### config.mk
export PLATFORM = sky130hd
export DESIGN_NAME = mmio_uart_fifo
export DESIGN_NICKNAME = d
export VERILOG_FILES = /design/src/rtl/mmio_uart_fifo.sv
export SDC_FILE = /design/constraint.sdc
export NUM_CORES = 1
export LEC_CHECK = 0
export ABC_CLOCK_PERIOD_IN_PS = 4320
export CAP_MARGIN = 5
export CORE_UTILIZATION = 25
export CTS_CLUSTER_DIAMETER = 150
export CTS_CLUSTER_SIZE = 16
export DETAILED_ROUTE_END_ITERATION = 7
export MAX_ROUTING_LAYER = met4
export PLACE_DENSITY = 0.46
export SLEW_MARGIN = 20
export SYNTH_ARGS = -nofsm -noshare
export SYNTH_HDL_FRONTEND = slang
export SYNTH_SLANG_ARGS = --single-unit
### constraint.sdc
create_clock -name CLK -period 4.32 [get_ports CLK]
set_clock_uncertainty 0.05 [all_clocks]
set_input_delay 1.296 -clock CLK [delete_from_list [all_inputs] [get_ports CLK]]
set_output_delay 1.296 -clock CLK [all_outputs]
set_load 0.005 [all_outputs]
### src/rtl/mmio_uart_fifo.sv
// MMIO UART peripheral: 8N1 serial TX/RX with power-of-two FIFOs,
// status/sticky-error reporting and FIFO flush through a CTRL register.
module mmio_uart_fifo #(
    parameter int SERIAL_WCNT = 100,
    parameter int TX_AW       = 4,
    parameter int RX_AW       = 4
) (
    input  logic        CLK,
    input  logic        RST_X,
    input  logic        RXD,
    output logic        TXD,
    input  logic        OE,
    input  logic        WE,
    input  logic [3:0]  ADDR,
    input  logic [31:0] WDATA,
    output logic [31:0] RDATA,
    output logic        VALID,
    output logic        RX_IRQ
);

    localparam int CW       = $clog2(SERIAL_WCNT);
    localparam int TX_DEPTH = 1 << TX_AW;
    localparam int RX_DEPTH = 1 << RX_AW;

    localparam logic [CW-1:0]  CNT_ZERO = {CW{1'b0}};
    localparam logic [CW-1:0]  CNT_ONE  = {{(CW-1){1'b0}}, 1'b1};
    localparam logic [CW-1:0]  CNT_LAST = CW'(SERIAL_WCNT - 1);
    // Start bit is confirmed half a bit time after the synced falling edge.
    localparam logic [CW-1:0]  CNT_HALF = CW'(SERIAL_WCNT / 2 - 1);
    localparam logic [TX_AW:0] TX_ONE   = {{TX_AW{1'b0}}, 1'b1};
    localparam logic [TX_AW:0] TX_FULL  = {1'b1, {TX_AW{1'b0}}};
    localparam logic [RX_AW:0] RX_ONE   = {{RX_AW{1'b0}}, 1'b1};
    localparam logic [RX_AW:0] RX_FULL  = {1'b1, {RX_AW{1'b0}}};

    typedef enum logic [1:0] {TX_IDLE, TX_START, TX_DATA, TX_STOP} tx_state_t;
    typedef enum logic [2:0] {RX_IDLE, RX_START, RX_DATA, RX_STOP, RX_WAIT} rx_state_t;

    logic rd_s, wr_s, sel_data_s, sel_status_s, sel_ctrl_s, ctrl_wr_s;
    logic tx_flush_s, rx_flush_s, unused_s;

    assign rd_s         = OE & ~WE;
    assign wr_s         = OE & WE;
    assign sel_data_s   = (ADDR == 4'h0);
    assign sel_status_s = (ADDR == 4'h4);
    assign sel_ctrl_s   = (ADDR == 4'h8);
    assign ctrl_wr_s    = wr_s & sel_ctrl_s;
    assign tx_flush_s   = ctrl_wr_s & WDATA[3];
    assign rx_flush_s   = ctrl_wr_s & WDATA[4];
    assign unused_s     = ^WDATA[31:8];

    // ---------------- TX FIFO ----------------
    logic [7:0]     tx_mem_r [TX_DEPTH];
    logic [TX_AW:0] tx_wptr_r, tx_rptr_r, tx_count_s;
    logic           tx_empty_s, tx_full_s, tx_push_req_s, tx_push_s, tx_pop_s, tx_load_ok_s;
    logic           tx_ovf_set_s;
    logic [7:0]     tx_head_s;

    assign tx_count_s    = tx_wptr_r - tx_rptr_r;
    assign tx_empty_s    = (tx_count_s == {(TX_AW+1){1'b0}});
    assign tx_full_s     = (tx_count_s == TX_FULL);
    assign tx_push_req_s = wr_s & sel_data_s;
    assign tx_push_s     = tx_push_req_s & ~tx_full_s & ~tx_flush_s;
    assign tx_ovf_set_s  = tx_push_req_s & tx_full_s;
    assign tx_head_s     = tx_mem_r[tx_rptr_r[TX_AW-1:0]];
    assign tx_load_ok_s  = ~tx_empty_s & ~tx_flush_s;

    // TX FIFO storage
    always_ff @(posedge CLK) begin
        if (tx_push_s) tx_mem_r[tx_wptr_r[TX_AW-1:0]] <= WDATA[7:0];
    end

    // TX FIFO pointers; flush drops queued bytes but not the one in the shifter
    always_ff @(posedge CLK or negedge RST_X) begin
        if (!RST_X) begin
            tx_wptr_r <= {(TX_AW+1){1'b0}};
            tx_rptr_r <= {(TX_AW+1){1'b0}};
        end else begin
            if (tx_push_s) tx_wptr_r <= tx_wptr_r + TX_ONE;
            if (tx_flush_s)    tx_rptr_r <= tx_wptr_r;
            else if (tx_pop_s) tx_rptr_r <= tx_rptr_r + TX_ONE;
        end
    end

    // ---------------- TX FSM ----------------
    tx_state_t      tx_state_r, tx_state_s;
    logic [CW-1:0]  tx_cnt_r, tx_cnt_s;
    logic [2:0]     tx_bit_r, tx_bit_s;
    logic [7:0]     tx_shift_r, tx_shift_s;
    logic           txd_r, txd_s;

    // TX next-state, line level and FIFO pop
    always_comb begin
        tx_state_s = tx_state_r;
        tx_cnt_s   = tx_cnt_r;
        tx_bit_s   = tx_bit_r;
        tx_shift_s = tx_shift_r;
        txd_s      = txd_r;
        tx_pop_s   = 1'b0;
        case (tx_state_r)
            TX_IDLE: begin
                txd_s = 1'b1;
                if (tx_load_ok_s) begin
                    tx_pop_s   = 1'b1;
                    tx_shift_s = tx_head_s;
                    tx_cnt_s   = CNT_ZERO;
                    tx_state_s = TX_START;
                    txd_s      = 1'b0;
                end else begin
                    tx_state_s = TX_IDLE;
                end
            end
            TX_START: begin
                if (tx_cnt_r == CNT_LAST) begin
                    tx_cnt_s   = CNT_ZERO;
                    tx_bit_s   = 3'd0;
                    tx_state_s = TX_DATA;
                    txd_s      = tx_shift_r[0];
                end else begin
                    tx_cnt_s = tx_cnt_r + CNT_ONE;
                end
            end
            TX_DATA: begin
                if (tx_cnt_r == CNT_LAST) begin
                    tx_cnt_s = CNT_ZERO;
                    if (tx_bit_r == 3'd7) begin
                        tx_state_s = TX_STOP;
                        txd_s      = 1'b1;
                    end else begin
                        tx_bit_s   = tx_bit_r + 3'd1;
                        tx_shift_s = {1'b0, tx_shift_r[7:1]};
                        txd_s      = tx_shift_r[1];
                    end
                end else begin
                    tx_cnt_s = tx_cnt_r + CNT_ONE;
                end
            end
            TX_STOP: begin
                if (tx_cnt_r == CNT_LAST) begin
                    tx_cnt_s = CNT_ZERO;
                    // Chain straight into the next start bit when more data is queued.
                    if (tx_load_ok_s) begin
                        tx_pop_s   = 1'b1;
                        tx_shift_s = tx_head_s;
                        tx_state_s = TX_START;
                        txd_s      = 1'b0;
                    end else begin
                        tx_state_s = TX_IDLE;
                        txd_s      = 1'b1;
                    end
                end else begin
                    tx_cnt_s = tx_cnt_r + CNT_ONE;
                end
            end
            default: begin
                tx_state_s = TX_IDLE;
                txd_s      = 1'b1;
            end
        endcase
    end

    // TX state register
    always_ff @(posedge CLK or negedge RST_X) begin
        if (!RST_X) begin
            tx_state_r <= TX_IDLE;
            tx_cnt_r   <= CNT_ZERO;
            tx_bit_r   <= 3'd0;
            tx_shift_r <= 8'h00;
            txd_r      <= 1'b1;
        end else begin
            tx_state_r <= tx_state_s;
            tx_cnt_r   <= tx_cnt_s;
            tx_bit_r   <= tx_bit_s;
            tx_shift_r <= tx_shift_s;
            txd_r      <= txd_s;
        end
    end

    // ---------------- RX path ----------------
    logic rxd_meta_r, rxd_sync_r, rxd_prev_r;

    // RXD synchroniser and edge-detect history
    always_ff @(posedge CLK or negedge RST_X) begin
        if (!RST_X) begin
            rxd_meta_r <= 1'b1;
            rxd_sync_r <= 1'b1;
            rxd_prev_r <= 1'b1;
        end else begin
            rxd_meta_r <= RXD;
            rxd_sync_r <= rxd_meta_r;
            rxd_prev_r <= rxd_sync_r;
        end
    end

    rx_state_t      rx_state_r, rx_state_s;
    logic [CW-1:0]  rx_cnt_r, rx_cnt_s;
    logic [2:0]     rx_bit_r, rx_bit_s;
    logic [7:0]     rx_shift_r, rx_shift_s;
    logic           rx_push_req_s, frame_err_set_s;

    // RX next-state and sampling
    always_comb begin
        rx_state_s      = rx_state_r;
        rx_cnt_s        = rx_cnt_r;
        rx_bit_s        = rx_bit_r;
        rx_shift_s      = rx_shift_r;
        rx_push_req_s   = 1'b0;
        frame_err_set_s = 1'b0;
        case (rx_state_r)
            RX_IDLE: begin
                if (rxd_prev_r && !rxd_sync_r) begin
                    rx_state_s = RX_START;
                    rx_cnt_s   = CNT_ZERO;
                end else begin
                    rx_state_s = RX_IDLE;
                end
            end
            RX_START: begin
                if (rx_cnt_r == CNT_HALF) begin
                    rx_cnt_s = CNT_ZERO;
                    rx_bit_s = 3'd0;
                    if (rxd_sync_r) rx_state_s = RX_IDLE;
                    else            rx_state_s = RX_DATA;
                end else begin
                    rx_cnt_s = rx_cnt_r + CNT_ONE;
                end
            end
            RX_DATA: begin
                if (rx_cnt_r == CNT_LAST) begin
                    rx_cnt_s   = CNT_ZERO;
                    rx_shift_s = {rxd_sync_r, rx_shift_r[7:1]};
                    if (rx_bit_r == 3'd7) rx_state_s = RX_STOP;
                    else                  rx_bit_s   = rx_bit_r + 3'd1;
                end else begin
                    rx_cnt_s = rx_cnt_r + CNT_ONE;
                end
            end
            RX_STOP: begin
                if (rx_cnt_r == CNT_LAST) begin
                    rx_cnt_s = CNT_ZERO;
                    if (rxd_sync_r) begin
                        rx_push_req_s = 1'b1;
                        rx_state_s    = RX_IDLE;
                    end else begin
                        frame_err_set_s = 1'b1;
                        rx_state_s      = RX_WAIT;
                    end
                end else begin
                    rx_cnt_s = rx_cnt_r + CNT_ONE;
                end
            end
            RX_WAIT: begin
                if (rxd_sync_r) rx_state_s = RX_IDLE;
                else            rx_state_s = RX_WAIT;
            end
            default: rx_state_s = RX_IDLE;
        endcase
    end

    // RX state register
    always_ff @(posedge CLK or negedge RST_X) begin
        if (!RST_X) begin
            rx_state_r <= RX_IDLE;
            rx_cnt_r   <= CNT_ZERO;
            rx_bit_r   <= 3'd0;
            rx_shift_r <= 8'h00;
        end else begin
            rx_state_r <= rx_state_s;
            rx_cnt_r   <= rx_cnt_s;
            rx_bit_r   <= rx_bit_s;
            rx_shift_r <= rx_shift_s;
        end
    end

    // ---------------- RX FIFO ----------------
    logic [7:0]     rx_mem_r [RX_DEPTH];
    logic [RX_AW:0] rx_wptr_r, rx_rptr_r, rx_wptr_nxt_s, rx_rptr_nxt_s, rx_count_s;
    logic           rx_empty_s, rx_full_s, rx_pop_s, rx_push_s, rx_ovr_set_s;
    logic [7:0]     rx_head_s;

    assign rx_count_s   = rx_wptr_r - rx_rptr_r;
    assign rx_empty_s   = (rx_count_s == {(RX_AW+1){1'b0}});
    assign rx_full_s    = (rx_count_s == RX_FULL);
    assign rx_pop_s     = rd_s & sel_data_s & ~rx_empty_s;
    // A CPU pop in the same cycle frees the slot the incoming byte needs.
    assign rx_push_s    = rx_push_req_s & ~rx_flush_s & (~rx_full_s | rx_pop_s);
    assign rx_ovr_set_s = rx_push_req_s & ~rx_flush_s & rx_full_s & ~rx_pop_s;
    assign rx_head_s    = rx_mem_r[rx_rptr_r[RX_AW-1:0]];

    // RX FIFO next pointers
    always_comb begin
        rx_wptr_nxt_s = rx_wptr_r;
        rx_rptr_nxt_s = rx_rptr_r;
        if (rx_flush_s) begin
            rx_rptr_nxt_s = rx_wptr_r;
        end else begin
            if (rx_push_s) rx_wptr_nxt_s = rx_wptr_r + RX_ONE;
            else           rx_wptr_nxt_s = rx_wptr_r;
            if (rx_pop_s)  rx_rptr_nxt_s = rx_rptr_r + RX_ONE;
            else           rx_rptr_nxt_s = rx_rptr_r;
        end
    end

    // RX FIFO storage
    always_ff @(posedge CLK) begin
        if (rx_push_s) rx_mem_r[rx_wptr_r[RX_AW-1:0]] <= rx_shift_r;
    end

    // RX FIFO pointers
    always_ff @(posedge CLK or negedge RST_X) begin
        if (!RST_X) begin
            rx_wptr_r <= {(RX_AW+1){1'b0}};
            rx_rptr_r <= {(RX_AW+1){1'b0}};
        end else begin
            rx_wptr_r <= rx_wptr_nxt_s;
            rx_rptr_r <= rx_rptr_nxt_s;
        end
    end

    // ---------------- Sticky flags and register read ----------------
    logic tx_ovf_r, rx_ovr_r, frame_err_r;

    // Sticky error flags; a set beats a simultaneous clear
    always_ff @(posedge CLK or negedge RST_X) begin
        if (!RST_X) begin
            tx_ovf_r    <= 1'b0;
            rx_ovr_r    <= 1'b0;
            frame_err_r <= 1'b0;
        end else begin
            if (tx_ovf_set_s)                 tx_ovf_r <= 1'b1;
            else if (ctrl_wr_s && WDATA[0])   tx_ovf_r <= 1'b0;
            if (rx_ovr_set_s)                 rx_ovr_r <= 1'b1;
            else if (ctrl_wr_s && WDATA[1])   rx_ovr_r <= 1'b0;
            if (frame_err_set_s)              frame_err_r <= 1'b1;
            else if (ctrl_wr_s && WDATA[2])   frame_err_r <= 1'b0;
        end
    end

    logic        tx_idle_s;
    logic [31:0] status_s, rdata_s, rdata_r;
    logic        valid_r, rx_irq_r;

    assign tx_idle_s = tx_empty_s & (tx_state_r == TX_IDLE);
    assign status_s  = {tx_idle_s, frame_err_r, rx_ovr_r, tx_ovf_r, 3'b000,
                        9'(rx_count_s), 7'b0000000, 9'(tx_count_s)};

    // Read data mux
    always_comb begin
        rdata_s = 32'h0000_0000;
        if (sel_data_s) begin
            if (rx_empty_s) rdata_s = 32'h8000_0000;
            else            rdata_s = {24'h00_0000, rx_head_s};
        end else if (sel_status_s) begin
            rdata_s = status_s;
        end else begin
            rdata_s = 32'h0000_0000;
        end
    end

    // Registered bus outputs and RX interrupt
    always_ff @(posedge CLK or negedge RST_X) begin
        if (!RST_X) begin
            rdata_r  <= 32'h0000_0000;
            valid_r  <= 1'b0;
            rx_irq_r <= 1'b0;
        end else begin
            valid_r  <= rd_s;
            if (rd_s) rdata_r <= rdata_s;
            rx_irq_r <= (rx_wptr_nxt_s != rx_rptr_nxt_s);
        end
    end

    assign TXD    = txd_r;
    assign RDATA  = rdata_r;
    assign VALID  = valid_r;
    assign RX_IRQ = rx_irq_r;

endmodule

* After elaboration in Yosys (flattened, before gate mapping) *
Memories as Yosys holds them, arrays and structs flattened.
Cells that the tools add are included.

operators by class
  equal/unequal tests = 29
  multiplexer cells = 68
  add/subtract/negate cells = 10
  reductions and logical operators = 28
  bitwise operators = 26

operator list
  operator                                                       count
  32-bit two-way mux                                             3
  7-bit two-way mux                                              5
  3-bit two-way mux                                              11
  8-bit two-way mux                                              4
  5-bit two-way mux                                              6
  1-bit two-way mux                                              25
  2-bit != test, second input constant                           12
  8-bit one-hot mux with 3 select lines                          1
  7-bit one-hot mux with 3 select lines                          1
  5-bit by 1-bit adder with 5-bit output, second input constant  4
  4-bit AND reduction                                            5
  1-bit bitwise AND                                              17
  3-bit one-hot mux with 5 select lines                          1
  7-bit by 1-bit adder with 7-bit output, second input constant  2
  7-bit equality test, second input constant                     2
  7-bit one-hot mux with 2 select lines                          1
  3-bit one-hot mux with 2 select lines                          2
  2-bit nonzero test                                             6
  5-bit equality test, second input constant                     2
  5-bit logical NOT                                              2
  2-bit two-way mux                                              5
  5-bit subtractor                                               2
  3-bit equality test, second input constant                     3
  1-bit NOT                                                      8
  23 further kinds                                               31

word-level totals
  input bits = 41
  register bits after elaboration = 102
  memories kept = 2
  bits in writable memories = 256

memories
  memory    depth  bits a word  read ports  clocked after memory_dff  wr ports  line  text
  rx_mem_r  16     8            1           0                         1         275   logic [7:0] rx_mem_r [RX_DEPTH];
  tx_mem_r  16     8            1           0                         1         52    logic [7:0] tx_mem_r [TX_DEPTH];

* Logic depth before layout (Yosys ltp) *
Gate-level depths: netlist (run 1).

  word-level depth = 10
  depth in mapped cells = 13
  depth with buffers taken out = 12

* Worst setup path after synthesis (run 1) *
Ideal clock, no wire load.

  path kind = reg2reg
  start point = register tx_rptr_r[1]
  end point = memory tx_mem_r[3][0] (enable)
  stages on the path, launching flop included = 12
  path buffers = 3
  clock period less this slack = 3.668 ns
  slack = 0.652 ns
  arrival time = 3.235 ns
  cells stage by stage = dfrtp_1 -> clkbuf_1 -> clkbuf_1 -> inv_1 -> fa_1 -> a21o_1 -> a21oi_1 -> xor2_1 -> o311a_1 -> clkbuf_1 -> nand2_1 -> nor3_1

on the way
  longest elaborated chain between the ends = 7

ends and longest elaborated chain
  item                                     line  text
  from (decl)                              53    logic [TX_AW:0] tx_wptr_r, tx_rptr_r, tx_count_s;
  from (signal assigned)                   76    tx_rptr_r <= {(TX_AW+1){1'b0}};
  from (signal assigned)                   79    if (tx_flush_s) tx_rptr_r <= tx_wptr_r;
  from (signal assigned)                   80    else if (tx_pop_s) tx_rptr_r <= tx_rptr_r + TX_ONE;
  5-bit subtractor                         58    assign tx_count_s = tx_wptr_r - tx_rptr_r;
  5-bit equality test                      60    assign tx_full_s = (tx_count_s == TX_FULL);
  1-bit NOT                                62    assign tx_push_s = tx_push_req_s & ~tx_full_s & ~tx_flush_s;
  1-bit bitwise AND (2 in a row)           62
  1-bit two-way mux                        69    if (tx_push_s) tx_mem_r[tx_wptr_r[TX_AW-1:0]] <= WDATA[7:0];
  1-bit two-way mux (not written as such)  69
  to (decl)                                52

Every way passes these cells.

* Worst setup path after layout (run 1) *
  start point = register rx_wptr_r[0]
  end point = register rx_irq_r (netlist: RX_IRQ)

on the way
  longest elaborated chain between the ends = 9

ends and longest elaborated chain
  item                    line  text
  from (decl)             276   logic [RX_AW:0] rx_wptr_r, rx_rptr_r, rx_wptr_nxt_s, rx_rptr_nxt_s, rx_count_s;
  from (signal assigned)  311   rx_wptr_r <= {(RX_AW+1){1'b0}};
  from (signal assigned)  314   rx_wptr_r <= rx_wptr_nxt_s;
  5-bit subtractor        280   assign rx_count_s = rx_wptr_r - rx_rptr_r;
  5-bit logical NOT       281   assign rx_empty_s = (rx_count_s == {(RX_AW+1){1'b0}});
  1-bit NOT               283   assign rx_pop_s = rd_s & sel_data_s & ~rx_empty_s;
  1-bit bitwise AND       283
  1-bit bitwise OR        285   assign rx_push_s = rx_push_req_s & ~rx_flush_s & (~rx_full_s | rx_pop_s);
  1-bit bitwise AND       285
  5-bit two-way mux       296   if (rx_push_s) rx_wptr_nxt_s = rx_wptr_r + RX_ONE;
  5-bit two-way mux       293   if (rx_flush_s) begin
  5-bit != test (*)       368   rx_irq_r <= (rx_wptr_nxt_s != rx_rptr_nxt_s);
  to (signal assigned)    368
  to (decl)               340   logic valid_r, rx_irq_r;

Mark *: on every way between the ends. The rest lies on a longest branch, timed or not.
A chain may end at the register's enable or synchronous reset.

==> metrics.txt, run 1 <==
# TYPE chip_impl_metric gauge
chip_impl_info{name="grt_setup_unrepaired",value="false"} 1
chip_impl_info{name="leading_cell_type_in_the_layout_fill_and_taps_excluded",value="sky130_fd_sc_hd__edfxtp_1"} 1
chip_impl_metric{name="syn-mean-instance-area",unit="um^2"} 16.48
chip_impl_metric{name="multiInputGateArea",unit="mm^2"} 0.004484
chip_impl_metric{name="antenna_violating_nets_post_route",unit=""} 0
chip_impl_metric{name="syn_area",unit="mm^2"} 0.01470
chip_impl_metric{name="p_leak",unit="nW"} 6.129
chip_impl_metric{name="worst-endpoint-required",unit="ns"} 4.75
chip_impl_metric{name="period_share",unit=""} 0.8634
chip_impl_metric{name="synth_top_cell_area_share",unit=""} 0.5230
chip_impl_metric{name="first_global_vias",unit=""} 8033
chip_impl_info{name="outcome",value="finished, final reports clean"} 1
chip_impl_metric{name="dieWidth",unit="um"} 244.5
chip_impl_metric{name="post_cts_hold_buffer_count",unit=""} 0
chip_impl_metric{name="worstMarginPinSlew",unit="ns"} 0.9448
chip_impl_metric{name="floorplan.io_pins",unit=""} 76
chip_impl_metric{name="synthesis.yosys.warnings",unit=""} 0
chip_impl_metric{name="layout_min_cycle_time",unit="ns"} 3.730
chip_impl_metric{name="post_cts_buffers",unit=""} 0
chip_impl_info{name="end_kind",value="flip-flop"} 1
chip_impl_metric{name="fp-row-count",unit=""} 88
chip_impl_metric{name="syn_to_final_growth",unit="%"} 15.07
chip_impl_metric{name="ctsLongestPathBuffers",unit=""} 3
chip_impl_metric{name="final_design_area_no_fill",unit="mm^2"} 0.01691
chip_impl_metric{name="maxCapViolations",unit=""} 0
chip_impl_metric{name="grt_first_pass_wirelength",unit="mm"} 51.78
chip_impl_metric{name="cts_resized",unit=""} 0
chip_impl_metric{name="ctsHtreeMaxLevel",unit=""} 1
chip_impl_metric{name="postRouteWirelength",unit="mm"} 33.72
chip_impl_info{name="synth_top_flop_cell",value="sky130_fd_sc_hd__edfxtp_1"} 1
chip_impl_metric{name="clock_latency_on_the_worst_skew_pair",unit="ns"} 0.56
chip_impl_metric{name="place.port_buffers",unit=""} 36
chip_impl_metric{name="drive_above_1_share",unit=""} 0.2107
chip_impl_metric{name="floorplan.initialDensity",unit=""} 0.2538
chip_impl_metric{name="synth_seq_cells",unit=""} 343
chip_impl_metric{name="nNetsFinal",unit=""} 1040
chip_impl_metric{name="route.detailed.vias_per_inst",unit=""} 4.442
chip_impl_metric{name="design.die.area",unit="mm^2"} 0.05977
chip_impl_metric{name="antenna_cells",unit=""} 0
chip_impl_metric{name="slew-limit-headroom",unit=""} 0.3602
chip_impl_metric{name="timing_max_transition_violations_final",unit=""} 0
chip_impl_metric{name="finalSetupViolCount",unit=""} 0
chip_impl_info{name="synth.area.top_cells",value="sky130_fd_sc_hd__edfxtp_1 (52%), sky130_fd_sc_hd__dfrtp_1 (14%), sky130_fd_sc_hd__mux4_2 (12%)"} 1
chip_impl_metric{name="syn-instance-count",unit=""} 892
chip_impl_metric{name="initial_antenna_violation_count",unit=""} 2
chip_impl_metric{name="clock-sinks",unit=""} 343
chip_impl_info{name="cts_tree",value="yes"} 1
chip_impl_metric{name="grt_max_degree",unit=""} 60
chip_impl_info{name="clockRootBuffer",value="sky130_fd_sc_hd__clkbuf_16"} 1
chip_impl_info{name="hold_start",value="rxd_meta_r"} 1
chip_impl_metric{name="max_freq",unit="GHz"} 0.2681
chip_impl_metric{name="minimum_setup_slack_among_reg_to_reg_paths",unit="ns"} 0.59
chip_impl_info{name="critPathLaunch",value="rx_wptr_r[0]"} 1
chip_impl_info{name="timing.setup.critical_path_class",value="flip-flop to flip-flop"} 1
chip_impl_metric{name="irDropWorstVdd",unit="uV"} 247.3
chip_impl_metric{name="worstPathMaxFanout",unit=""} 8
chip_impl_metric{name="core_area",unit="mm^2"} 0.05792
chip_impl_metric{name="gp_routability_congestion",unit=""} 0.7521
chip_impl_metric{name="totalNegativeSetupSlack",unit="ns"} 0
chip_impl_info{name="post-synth-top-area-cell",value="sky130_fd_sc_hd__edfxtp_1"} 1
chip_impl_metric{name="cts.clk_slew.worst_paths",unit="ns"} 0.07
chip_impl_metric{name="cts_inserted_buffers",unit=""} 25
chip_impl_metric{name="grt_overflow",unit=""} 0
chip_impl_info{name="mostFrequentLayoutCells",value="sky130_fd_sc_hd__edfxtp_1 (256), sky130_fd_sc_hd__dfrtp_1 (81), sky130_fd_sc_hd__mux4_2 (77)"} 1
chip_impl_metric{name="dpl_wire_length",unit="mm"} 22.08
chip_impl_metric{name="ys_types",unit=""} 72
chip_impl_info{name="start_kind",value="flip-flop"} 1
chip_impl_info{name="timing.hold.worst.class",value="flip-flop to flip-flop"} 1
chip_impl_metric{name="die_height",unit="um"} 244.5
chip_impl_metric{name="route.detailed.wl_per_inst",unit="um"} 19.25
chip_impl_metric{name="dpl-instance-area",unit="mm^2"} 0.01620
chip_impl_metric{name="area.sequential",unit="mm^2"} 0.009872
chip_impl_info{name="reg2reg_from",value="rx_wptr_r[0]"} 1
chip_impl_metric{name="track_usage",unit=""} 0.1182
chip_impl_metric{name="num-fill-cells",unit=""} 5829
chip_impl_metric{name="first_iter_violations",unit=""} 587
chip_impl_metric{name="hold_viol",unit=""} 0
chip_impl_metric{name="vias_after_detailed_routing",unit=""} 7783
chip_impl_metric{name="synth-seq-area-share",unit=""} 0.6715
chip_impl_metric{name="p_per_area",unit="mW/mm^2"} 500.5
chip_impl_metric{name="edff_count_synth",unit=""} 256
chip_impl_metric{name="critical_path_arrival",unit="ns"} 4.16
chip_impl_metric{name="drc",unit=""} 0
chip_impl_metric{name="postSynth.asyncResetShare",unit=""} 0.2536
chip_impl_metric{name="first_pass_iters",unit=""} 5
-- Yosys cell counts, types with 5 or more instances --
cell	count
sky130_fd_sc_hd__xnor2_1	21
sky130_fd_sc_hd__mux2i_1	5
sky130_fd_sc_hd__inv_1	28
sky130_fd_sc_hd__and2_1	5
sky130_fd_sc_hd__nand2_1	58
sky130_fd_sc_hd__clkbuf_1	22
sky130_fd_sc_hd__buf_4	19
sky130_fd_sc_hd__nor3_1	13
sky130_fd_sc_hd__a21oi_1	12
sky130_fd_sc_hd__xor2_1	7
sky130_fd_sc_hd__nor2b_1	5
sky130_fd_sc_hd__o31ai_1	5
sky130_fd_sc_hd__nand2b_1	12
sky130_fd_sc_hd__edfxtp_1	256
sky130_fd_sc_hd__mux2_2	26
sky130_fd_sc_hd__buf_2	8
sky130_fd_sc_hd__dfrtp_1	83
sky130_fd_sc_hd__mux4_2	77
sky130_fd_sc_hd__o21ai_0	48
sky130_fd_sc_hd__nand3_1	20
sky130_fd_sc_hd__ha_1	29
sky130_fd_sc_hd__a22o_1	5
sky130_fd_sc_hd__nor2_1	50
sky130_fd_sc_hd__and3_1	5
-- sequential cells by signal (all words and copies together) (netlist names), 5 cells and up --
register,cells
rx_mem_r,128
tx_mem_r,128
RDATA,17
rx_shift_r,8
tx_shift_r,8
rx_cnt_r,7
tx_cnt_r,7
rx_rptr_r,5
rx_wptr_r,5
tx_rptr_r,5
tx_wptr_r,5
-- final timing paths --
path	endpoint	cells after the start
hold reg to reg	rxd_sync_r	0
setup reg to reg	RX_IRQ	11
setup / recovery	RX_IRQ	11
min in group asynchronous	tx_shift_r[6]	1
hold / removal	rxd_sync_r	0
max in group asynchronous	TXD	2
-- metrics by stage --
stage | power (mW) | worst slack, ns | std cells | utilization | hold slack (ns)
finish | 8.466 | 0.5903 | 1752 | 0.2920 | 0.3087
global route | 8.961 | 0.1907 | 1752 | 0.2920 | 0.3148
floorplan | 5.711 | 0.6516 | 906 | - | 0.2952
detailed placement | 6.348 | 0.2399 | 1706 | 0.2796 | 0.3005
global placement | 6.337 | 0.2737 | 1706 | 0.2796 | 0.2970
CTS | 8.617 | 0.4908 | 1752 | 0.2920 | 0.3121
-- cells by family after synthesis --
logic type | synth area share
mux | 0.1413
flops | 0.6715
buf+inv | 0.02699
other cells | 0.0002551
fa+ha+maj | 0.02741
simple gates | 0.06649
xor+xnor | 0.01856
compound gates | 0.04750
-- routing by layer --
layer	vias up	global-route usage	wire (um)
met5	-	-	0
met4	0	0.02537	485
met3	34	0.01734	1438
met2	126	0.1783	15260
met1	4073	0.1681	16540
li1	3550	-	-
-- final cells by class --
type,instances,area share
Sequential cell,343,0.5837
Multi-Input combinational cell,481,0.2651
Tap cell,765,0.05660
Timing Repair Buffer,88,0.04572
Clock buffer,44,0.04121
Inverter,29,0.006436
Clock inverter,2,0.001184
-- critical path, stage by stage (launching register included) --
cell and delay [ns]:
sky130_fd_sc_hd__dfrtp_1 0.51, sky130_fd_sc_hd__inv_1 0.17, sky130_fd_sc_hd__ha_1 0.25, sky130_fd_sc_hd__fa_1 0.43, sky130_fd_sc_hd__nand2b_1 0.20, sky130_fd_sc_hd__a21oi_1 0.17
sky130_fd_sc_hd__xnor2_1 0.21, sky130_fd_sc_hd__o311ai_1 0.84, sky130_fd_sc_hd__nor2_1 0.20, sky130_fd_sc_hd__o21a_1 0.22, sky130_fd_sc_hd__o31ai_1 0.23, sky130_fd_sc_hd__nand4b_1 0.16
-- where the power goes --
part	switching (mW)	internal, mW
combinational	1.24	1.11
sequential	0.173	3.70
clock	1.13	1.10
total	2.55	5.92
Power figures use the tool's default switching activity.
==> inputs of run 2 (changes only) <==
--- a/config.mk
+++ b/config.mk
@@ -5,7 +5,6 @@
 export SDC_FILE = /design/constraint.sdc
 export NUM_CORES = 1
 export LEC_CHECK = 0
-export ABC_CLOCK_PERIOD_IN_PS = 4320
 export CAP_MARGIN = 5
 export CORE_UTILIZATION = 25
 export CTS_CLUSTER_DIAMETER = 150
==> results of run 2 <==
Same layout as run 1: the final DEF is identical, and so are final timing and power.
